===== src/rtl/cmp_pkg.sv =====
`default_nettype none
// ---------------------------------------------------------------------------
// cmp_pkg : shared types and constants for the compare-and-sort sequencer
// Revision 1.0
// ---------------------------------------------------------------------------
package cmp_pkg;

  localparam int CMP_W         = 4;
  localparam int DEFAULT_DEPTH = 8;

  typedef enum logic [1:0] {
    LOAD  = 2'd0,
    SORT  = 2'd1,
    DRAIN = 2'd2
  } state_e;

endpackage
`default_nettype wire


===== src/rtl/mag_compare4.sv =====
`default_nettype none
// ---------------------------------------------------------------------------
// mag_compare4 : combinational unsigned 4-bit magnitude comparator
// Revision 1.0
// ---------------------------------------------------------------------------
module mag_compare4
  import cmp_pkg::*;
(
  input  logic [CMP_W-1:0] A,
  input  logic [CMP_W-1:0] B,
  output logic             A_gret,
  output logic             A_lt,
  output logic             A_eq
);

  always_comb begin
    A_gret = (A > B);
    A_lt   = (A < B);
    A_eq   = (A == B);
  end

endmodule
`default_nettype wire


===== src/rtl/cmp_sort_ctrl.sv =====
`default_nettype none
// ---------------------------------------------------------------------------
// cmp_sort_ctrl : loads a burst of 4-bit values, bubble-sorts it in place with
//                 one compare per clock, then streams the sorted burst out
// Revision 1.0
// ---------------------------------------------------------------------------
module cmp_sort_ctrl
  import cmp_pkg::*;
#(
  parameter int DEPTH   = DEFAULT_DEPTH,
  parameter bit DESCEND = 1'b0
) (
  input  logic             clk,
  input  logic             rst_n,
  input  logic             in_valid,
  input  logic [CMP_W-1:0] in_data,
  input  logic             in_last,
  output logic             in_ready,
  output logic             out_valid,
  output logic [CMP_W-1:0] out_data,
  output logic             out_last,
  input  logic             out_ready,
  output logic             busy,
  output logic             sorted
);

  localparam int            PW        = $clog2(DEPTH);
  localparam int            NW        = PW + 1;
  localparam logic [PW-1:0] LAST_SLOT = PW'(DEPTH - 1);

  state_e           state_q, state_d;
  logic [CMP_W-1:0] mem_q [DEPTH];
  logic [CMP_W-1:0] mem_d [DEPTH];
  logic [PW-1:0]    wr_ptr_q, wr_ptr_d;
  logic [PW-1:0]    rd_ptr_q, rd_ptr_d;
  logic [PW-1:0]    idx_q, idx_d;
  logic [PW-1:0]    pass_q, pass_d;
  logic [NW-1:0]    n_q, n_d;
  logic             swapped_q, swapped_d;
  logic             in_ready_q, in_ready_d;
  logic             out_valid_q, out_valid_d;
  logic             busy_q, busy_d;
  logic             sorted_q, sorted_d;

  logic [PW-1:0]    idx_nxt;
  logic [CMP_W-1:0] cmp_a, cmp_b;
  logic             cmp_gret, cmp_lt, cmp_eq;
  logic             do_swap, swap_any;
  logic             last_idx, last_pass, rd_last;

  assign idx_nxt = idx_q + 1'b1;
  assign cmp_a   = mem_q[idx_q];
  assign cmp_b   = mem_q[idx_nxt];

  mag_compare4 u_cmp (
    .A      (cmp_a),
    .B      (cmp_b),
    .A_gret (cmp_gret),
    .A_lt   (cmp_lt),
    .A_eq   (cmp_eq)
  );

  // Equal pairs are excluded explicitly so the sort stays stable
  assign do_swap   = !cmp_eq && (DESCEND ? cmp_lt : cmp_gret);
  assign swap_any  = swapped_q | do_swap;
  assign last_idx  = ({1'b0, idx_q}    == (n_q - NW'(2)));
  assign last_pass = ({1'b0, pass_q}   == (n_q - NW'(2)));
  assign rd_last   = ({1'b0, rd_ptr_q} == (n_q - NW'(1)));

  always_comb begin
    state_d     = state_q;
    mem_d       = mem_q;
    wr_ptr_d    = wr_ptr_q;
    rd_ptr_d    = rd_ptr_q;
    idx_d       = idx_q;
    pass_d      = pass_q;
    n_d         = n_q;
    swapped_d   = swapped_q;
    in_ready_d  = in_ready_q;
    out_valid_d = out_valid_q;
    busy_d      = busy_q;
    sorted_d    = 1'b0;

    case (state_q)
      LOAD: begin
        if (in_valid && in_ready_q) begin
          mem_d[wr_ptr_q] = in_data;
          wr_ptr_d        = wr_ptr_q + 1'b1;
          if (in_last || (wr_ptr_q == LAST_SLOT)) begin
            wr_ptr_d   = '0;
            n_d        = NW'(wr_ptr_q) + NW'(1);
            idx_d      = '0;
            pass_d     = '0;
            swapped_d  = 1'b0;
            in_ready_d = 1'b0;
            busy_d     = 1'b1;
            if (wr_ptr_q == '0) begin
              state_d     = DRAIN;
              out_valid_d = 1'b1;
              sorted_d    = 1'b1;
            end else begin
              state_d = SORT;
            end
          end
        end
      end

      SORT: begin
        if (do_swap) begin
          mem_d[idx_q]   = cmp_b;
          mem_d[idx_nxt] = cmp_a;
        end
        if (last_idx) begin
          idx_d     = '0;
          swapped_d = 1'b0;
          if (!swap_any || last_pass) begin
            pass_d      = '0;
            state_d     = DRAIN;
            out_valid_d = 1'b1;
            sorted_d    = 1'b1;
          end else begin
            pass_d = pass_q + 1'b1;
          end
        end else begin
          idx_d     = idx_nxt;
          swapped_d = swap_any;
        end
      end

      DRAIN: begin
        if (out_valid_q && out_ready) begin
          if (rd_last) begin
            rd_ptr_d    = '0;
            state_d     = LOAD;
            in_ready_d  = 1'b1;
            out_valid_d = 1'b0;
            busy_d      = 1'b0;
          end else begin
            rd_ptr_d = rd_ptr_q + 1'b1;
          end
        end
      end

      default: begin
        state_d     = LOAD;
        in_ready_d  = 1'b1;
        out_valid_d = 1'b0;
        busy_d      = 1'b0;
      end
    endcase
  end

  always_ff @(posedge clk or negedge rst_n) begin
    if (!rst_n) begin
      state_q     <= LOAD;
      for (int i = 0; i < DEPTH; i++) mem_q[i] <= '0;
      wr_ptr_q    <= '0;
      rd_ptr_q    <= '0;
      idx_q       <= '0;
      pass_q      <= '0;
      n_q         <= '0;
      swapped_q   <= 1'b0;
      in_ready_q  <= 1'b1;
      out_valid_q <= 1'b0;
      busy_q      <= 1'b0;
      sorted_q    <= 1'b0;
    end else begin
      state_q     <= state_d;
      mem_q       <= mem_d;
      wr_ptr_q    <= wr_ptr_d;
      rd_ptr_q    <= rd_ptr_d;
      idx_q       <= idx_d;
      pass_q      <= pass_d;
      n_q         <= n_d;
      swapped_q   <= swapped_d;
      in_ready_q  <= in_ready_d;
      out_valid_q <= out_valid_d;
      busy_q      <= busy_d;
      sorted_q    <= sorted_d;
    end
  end

  assign in_ready  = in_ready_q;
  assign out_valid = out_valid_q;
  assign out_data  = mem_q[rd_ptr_q];
  assign out_last  = out_valid_q && rd_last;
  assign busy      = busy_q;
  assign sorted    = sorted_q;

endmodule
`default_nettype wire


===== config.mk =====
export PLATFORM = sky130hd
export DESIGN_NAME = cmp_sort_ctrl
export DESIGN_NICKNAME = d
export VERILOG_FILES = /design/src/rtl/cmp_pkg.sv /design/src/rtl/mag_compare4.sv /design/src/rtl/cmp_sort_ctrl.sv
export SDC_FILE = /design/constraint.sdc
export NUM_CORES = 1
export LEC_CHECK = 0
export CORE_ASPECT_RATIO = 0.75
export CORE_MARGIN = 2
export CORE_UTILIZATION = 36
export DETAILED_ROUTE_END_ITERATION = 6
export GPL_TIMING_DRIVEN = 0
export SLEW_MARGIN = 30
export SYNTH_ARGS = -nofsm -noshare
export SYNTH_HDL_FRONTEND = slang
export SYNTH_SLANG_ARGS = --single-unit

===== constraint.sdc =====
create_clock -name clk -period 6.3 [get_ports clk]
set_input_delay 1.89 -clock clk [delete_from_list [all_inputs] [get_ports clk]]
set_output_delay 1.89 -clock clk [all_outputs]
set_load 0.005 [all_outputs]

**Word-level counts from Yosys, hierarchy flattened**

Index checks and enable logic that the tools add are counted.

- Register bits after elaboration: 55
- Bits in latches: 0
- Memory bits (writable): 0
- Memory bits (read-only): 0
- Input port bits: 9
- Output and inout bits: 9
- Logic and storage cells: 140
- Memories: 0

- Add/sub/neg operators: 7
- $mul: 0
- Div/mod/pow operators: 0
- $lt $le $gt $ge: 8
- Equality and inequality tests: 15
- Shift operators: 0
- Muxes and demuxes: 62
- Bitwise operators: 6
- Reduce and logical (&&, ||, !) cells: 23

Operators with widths:

| cell | count |
|---|---|
| $bwmux 32 | 3 |
| $mux 32 | 2 |
| $pmux 32 s2 | 1 |
| $bmux 4 s3 | 3 |
| $demux 4 s3 | 3 |
| $mux 4 | 9 |
| $mux 3 | 7 |
| $mux 1 | 19 |
| $ge 4x4->1 const B | 4 |
| $ne 2x2->1 const B | 8 |
| $not 3->4 | 4 |
| $mux 2 | 7 |
| $add 3x1->3 const B | 4 |
| $eq 3x4->1 | 3 |
| $lt 4x1->1 const B | 3 |
| $pmux 3 s2 | 2 |
| $pmux 1 s3 | 3 |
| $reduce_and 3->1 | 3 |
| $logic_and 1x1->1 | 7 |
| $reduce_and 7->1 | 1 |
| $pmux 2 s3 | 1 |
| $reduce_and 6->1 | 1 |
| $reduce_and 5->1 | 1 |
| $add 3x1->4 const B | 1 |
| 17 further kinds | 21 |

**Depth between registers and ports, before layout**

- Word-level depth: 14
- Gate-level depth with buffers: 13
- Mapped depth without buffers: 12

**Cells and area by module**

A second synthesis with hierarchy kept.

- Cells, all modules: 459
- Area, all modules: 4366.7 sq um

Modules (own cells, without submodules):

| module | times used | cells an instance | area an instance (sq um) | seq. area each (sq um) |
|---|---|---|---|---|
| cmp_sort_ctrl | 1 | 443 | 4237.8 | 1377.6 |
| mag_compare4 | 1 | 16 | 128.9 | 0.0 |

**Worst setup path after synthesis**

OpenSTA, ideal clock, no wires.

- Path kind: register -> register
- Start: register idx_q[0]
- End: register mem_q[8] in the netlist's numbering
- Setup time: 0.132 ns
- Arrival time: 3.520 ns
- Required time: 6.168 ns
- Path slack: 2.648 ns
- Stages on the path, launching flop included: 13
- Buffers on the path: 1
- Clock period less this slack: 3.652 ns
- Path through: dfrtp_1 ha_1 xor2_1 buf_6 mux4_2 mux2i_2 ha_1 nand4_1 nand2_1 a21oi_2 o221ai_2 a2111oi_1 nor2_1

- Cells in the longest elaborated chain, start to end: 10
- Elaborated cells on any way between the ends: 29
- Those cells by class: add/sub: 1; order compare: 5; eq/ne: 2; mux: 14; bitwise: 2; reduce/logical: 5

RTL lines:

| element | line | RTL |
|---|---|---|
| start, declared | cmp_sort_ctrl.sv:36 | `logic [PW-1:0] idx_q, idx_d;` |
| start signal, assigned | cmp_sort_ctrl.sv:172 | `idx_q <= idx_d;` |
| branches (longest 10 deep; another with $gt 4x4->1) | n/a |  |
| end signal, assigned | cmp_sort_ctrl.sv:169 | `mem_q <= mem_d;` |
| end, declared | cmp_sort_ctrl.sv:32 | `logic [CMP_W-1:0] mem_q [DEPTH];` |

Several ways; the timed one is not identified. The select of a mux whose other input is x is not followed.
A chain may end at the register's enable or synchronous reset.

**Worst setup path in the final report**

- Start: register idx_q[0]
- End: register mem_q[28] in the netlist's numbering

Same word-level chain as after synthesis.

==> metrics.yaml <==
ant_nets: 0
syn_area_um2: 4104
cp-start-kind: "register"
port-buffer-count: 17
worst_slew_pin_slew_ns: 1.004
dieArea_um2: 12280
r2r-start: "idx_q[0]"
syn_inst: 442
layout-drive-gt1-share: 0.1474
dp_hpwl_um: 9574
final_area_um2: 4652
crit_required_ns: 6.47
drcViolationCount: 0
grt_pass1_vias: 3572
routed_wl_um: 13020
synth_top_cell_by_area: "dfrtp_1"
r2r_slack_ns: 1.70
io_pins: 18
skew_ns: 0.01134
fmax_ghz: 0.2172
dpl_cell_area_um2: 4467
htree_levels: 2
utilization: 0.4220
synth-seq-cells: 55
coreArea_um2: 11020
clockBufferDepth: 2
yosysSeqAreaShare: 0.3357
finalMaxSlewViolations: 0
slew_headroom: 0.3257
post_cts_resized: 0
die_h_um: 96.47
cts_tree: "yes"
final_nets: 489
finalCritPeriodShare: 0.7309
grt_max_degree: 31
synth_top_cell_area_share: 0.3293
synth_edf_count: 0
fin_ws_ns: 1.695
timing.rr.end: "mem_q[28]"
rr_worst_depth: 13
post-cts-setup-buffers: 0
synthFlopType: "dfrtp_1"
clkLatencyLatePin_ns: 0.30
wl_per_cell_um: 21.42
grt_setup_unrepaired: "no"
cts_made_buffers: 5
hold_class: "register to register"
setup_viol: 0
cts-root-buf: "clkbuf_16"
ctsHoldBuffers: 0
async_reset_ff_frac: 1.000
dpl_worst_slack_ns: 1.778
tns_ns: 0
maxCapViolCount: 0
drt_iter0_drc: 415
finalHoldViolCount: 0
clk_pin_slew_ns: 0.07
syn-num-nets: 464
cp-startpoint: "idx_q[0]"
overflow: 0
syn_to_final_growth_pct: 13.35
place.gp.congestion: 0.9944
yosys_warnings: 0
avgSynthCellArea_um2: 9.285
vias: 3751
die_w_um: 127.3
layout_min_cycle_time_ns: 4.605
endpoint: "mem_q[28]"
grt_pass1_wl_um: 20430
status: "finished, final reports clean"
grt_antenna_before_repair: 0
arrival_ns: 4.77
dr.pass1.iters: 6
crit_type: "register to register"
yosys-top-cells-area: "dfrtp_1 (33%), mux4_2 (9.3%), nand2_1 (5.3%)"
grtUsageTotal: 0.2216
antennaDiodeCount: 0
via_per_inst: 6.169
clock-sinks: 55
crit_path_max_fanout: 10
rows: 33
worstSetupEndpointType: "register"
initial_utilization: 0.3723
ys_types: 56
layout make-up:
class                      instances  area [um^2]
fill                            1117         6372
clock buffer                       6        138.9
multi-input combinational        345         2557
clock inverter                     2        35.03
tap                              140        175.2
buffer                            25        116.4
timing repair buffer              18        187.7
inverter                          17        63.81
sequential                        55         1378
worst min-delay path by stage:
| stage | startpoint | endpoint | slack, ns | cells after the start |
|---|---|---|---|---|
| 6_report | busy | busy | 0.49 | 1 |
| 3_3_place_gp | busy | busy | 0.47 | 1 |
| 3_5_place_dp | busy | busy | 0.47 | 1 |
| 5_1_grt | busy | busy | 0.51 | 1 |
| 2_1_floorplan | in_ready | in_ready | 0.47 | 2 |
| 4_1_cts | busy | busy | 0.49 | 1 |
flip-flops by register name (all words and copies together) (netlist names):
register and flops:
wr_ptr_q 3, sorted 1, idx_q 3, busy 1, n_q 4, in_ready 1, rd_ptr_q 3, out_valid 1
state_q 2, pass_q 3, mem_q 32, swapped_q 1
worst max-delay path: stages (launching register included):
cell and delay [ns]:
dfrtp_1 0.47, ha_1 0.30, xor2_1 0.45, buf_6 0.25, mux4_2 0.54, mux2i_4 0.32, inv_1 0.08, ha_1 0.19
nor2b_1 0.11, o211ai_1 0.16, a21oi_2 0.57, o221ai_2 0.40, a2111oi_1 0.52, nor2_1 0.09
stage by stage:
step,cells,hold WS [ns]
final,608,0.4860
after detailed placement,600,0.4701
after floorplan,442,0.4654
after global placement,599,0.4678
after global routing,608,0.5102
after CTS,608,0.4925
kinds of logic after synthesis:
family / share of synthesized area
and+or+nand+nor: 0.1564
adders and majority gates: 0.03964
muxes: 0.1695
AOI/OAI and AO/OA: 0.2250
xor gates and xnor gates: 0.02988
buffers and inverters: 0.04390
DFF: 0.3357
metal layers:
metal | GRT usage | wire length [um] | up-vias
met5 | 0 | 0 | -
met4 | 0.06868 | 253 | 0
met3 | 0.04956 | 1282 | 27
met2 | 0.3182 | 5378 | 188
met1 | 0.3307 | 6107 | 1848
li1 | - | - | 1688
cell usage after synthesis, drive strengths merged (2+ instances only):
| cell type | instances |
|---|---|
| o21ai | 37 |
| dfrtp | 54 |
| nor2b | 6 |
| and2 | 2 |
| a21boi | 2 |
| ha | 13 |
| mux2 | 10 |
| clkbuf | 12 |
| o22ai | 2 |
| nand4 | 3 |
| and4 | 2 |
| inv | 17 |
| nand2b | 4 |
| nor3 | 5 |
| xnor2 | 8 |
| mux2i | 15 |
| buf | 13 |
| nor3b | 2 |
| nand3 | 11 |
| a21oi | 26 |
| o31ai | 27 |
| a2111oi | 8 |
| nand2 | 58 |
| or3b | 2 |
| nor2 | 45 |
| a22o | 3 |
| o221ai | 8 |
| a211oi | 8 |
| xor2 | 6 |
| mux4 | 18 |
placed cells by master (no fill, tap or decap), drive strengths merged, types with 3 or more instances in the layout:
cell,instances
xor2,6
a21oi,26
ha,13
a2111oi,8
nor2b,6
mux2,10
clkbuf,18
xnor2,8
o221ai,8
inv,17
clkdlybuf4s50,16
nand2,58
o31ai,27
nor3,5
buf,15
o21ai,37
nand3,11
nor2,45
dfrtp,54
nand4,3
nand2b,4
mux4,18
a22o,3
mux2i,15
a211oi,8
Power is not shown: default switching activity piles up to over one toggle a cycle in this logic, so the estimate is an artifact.
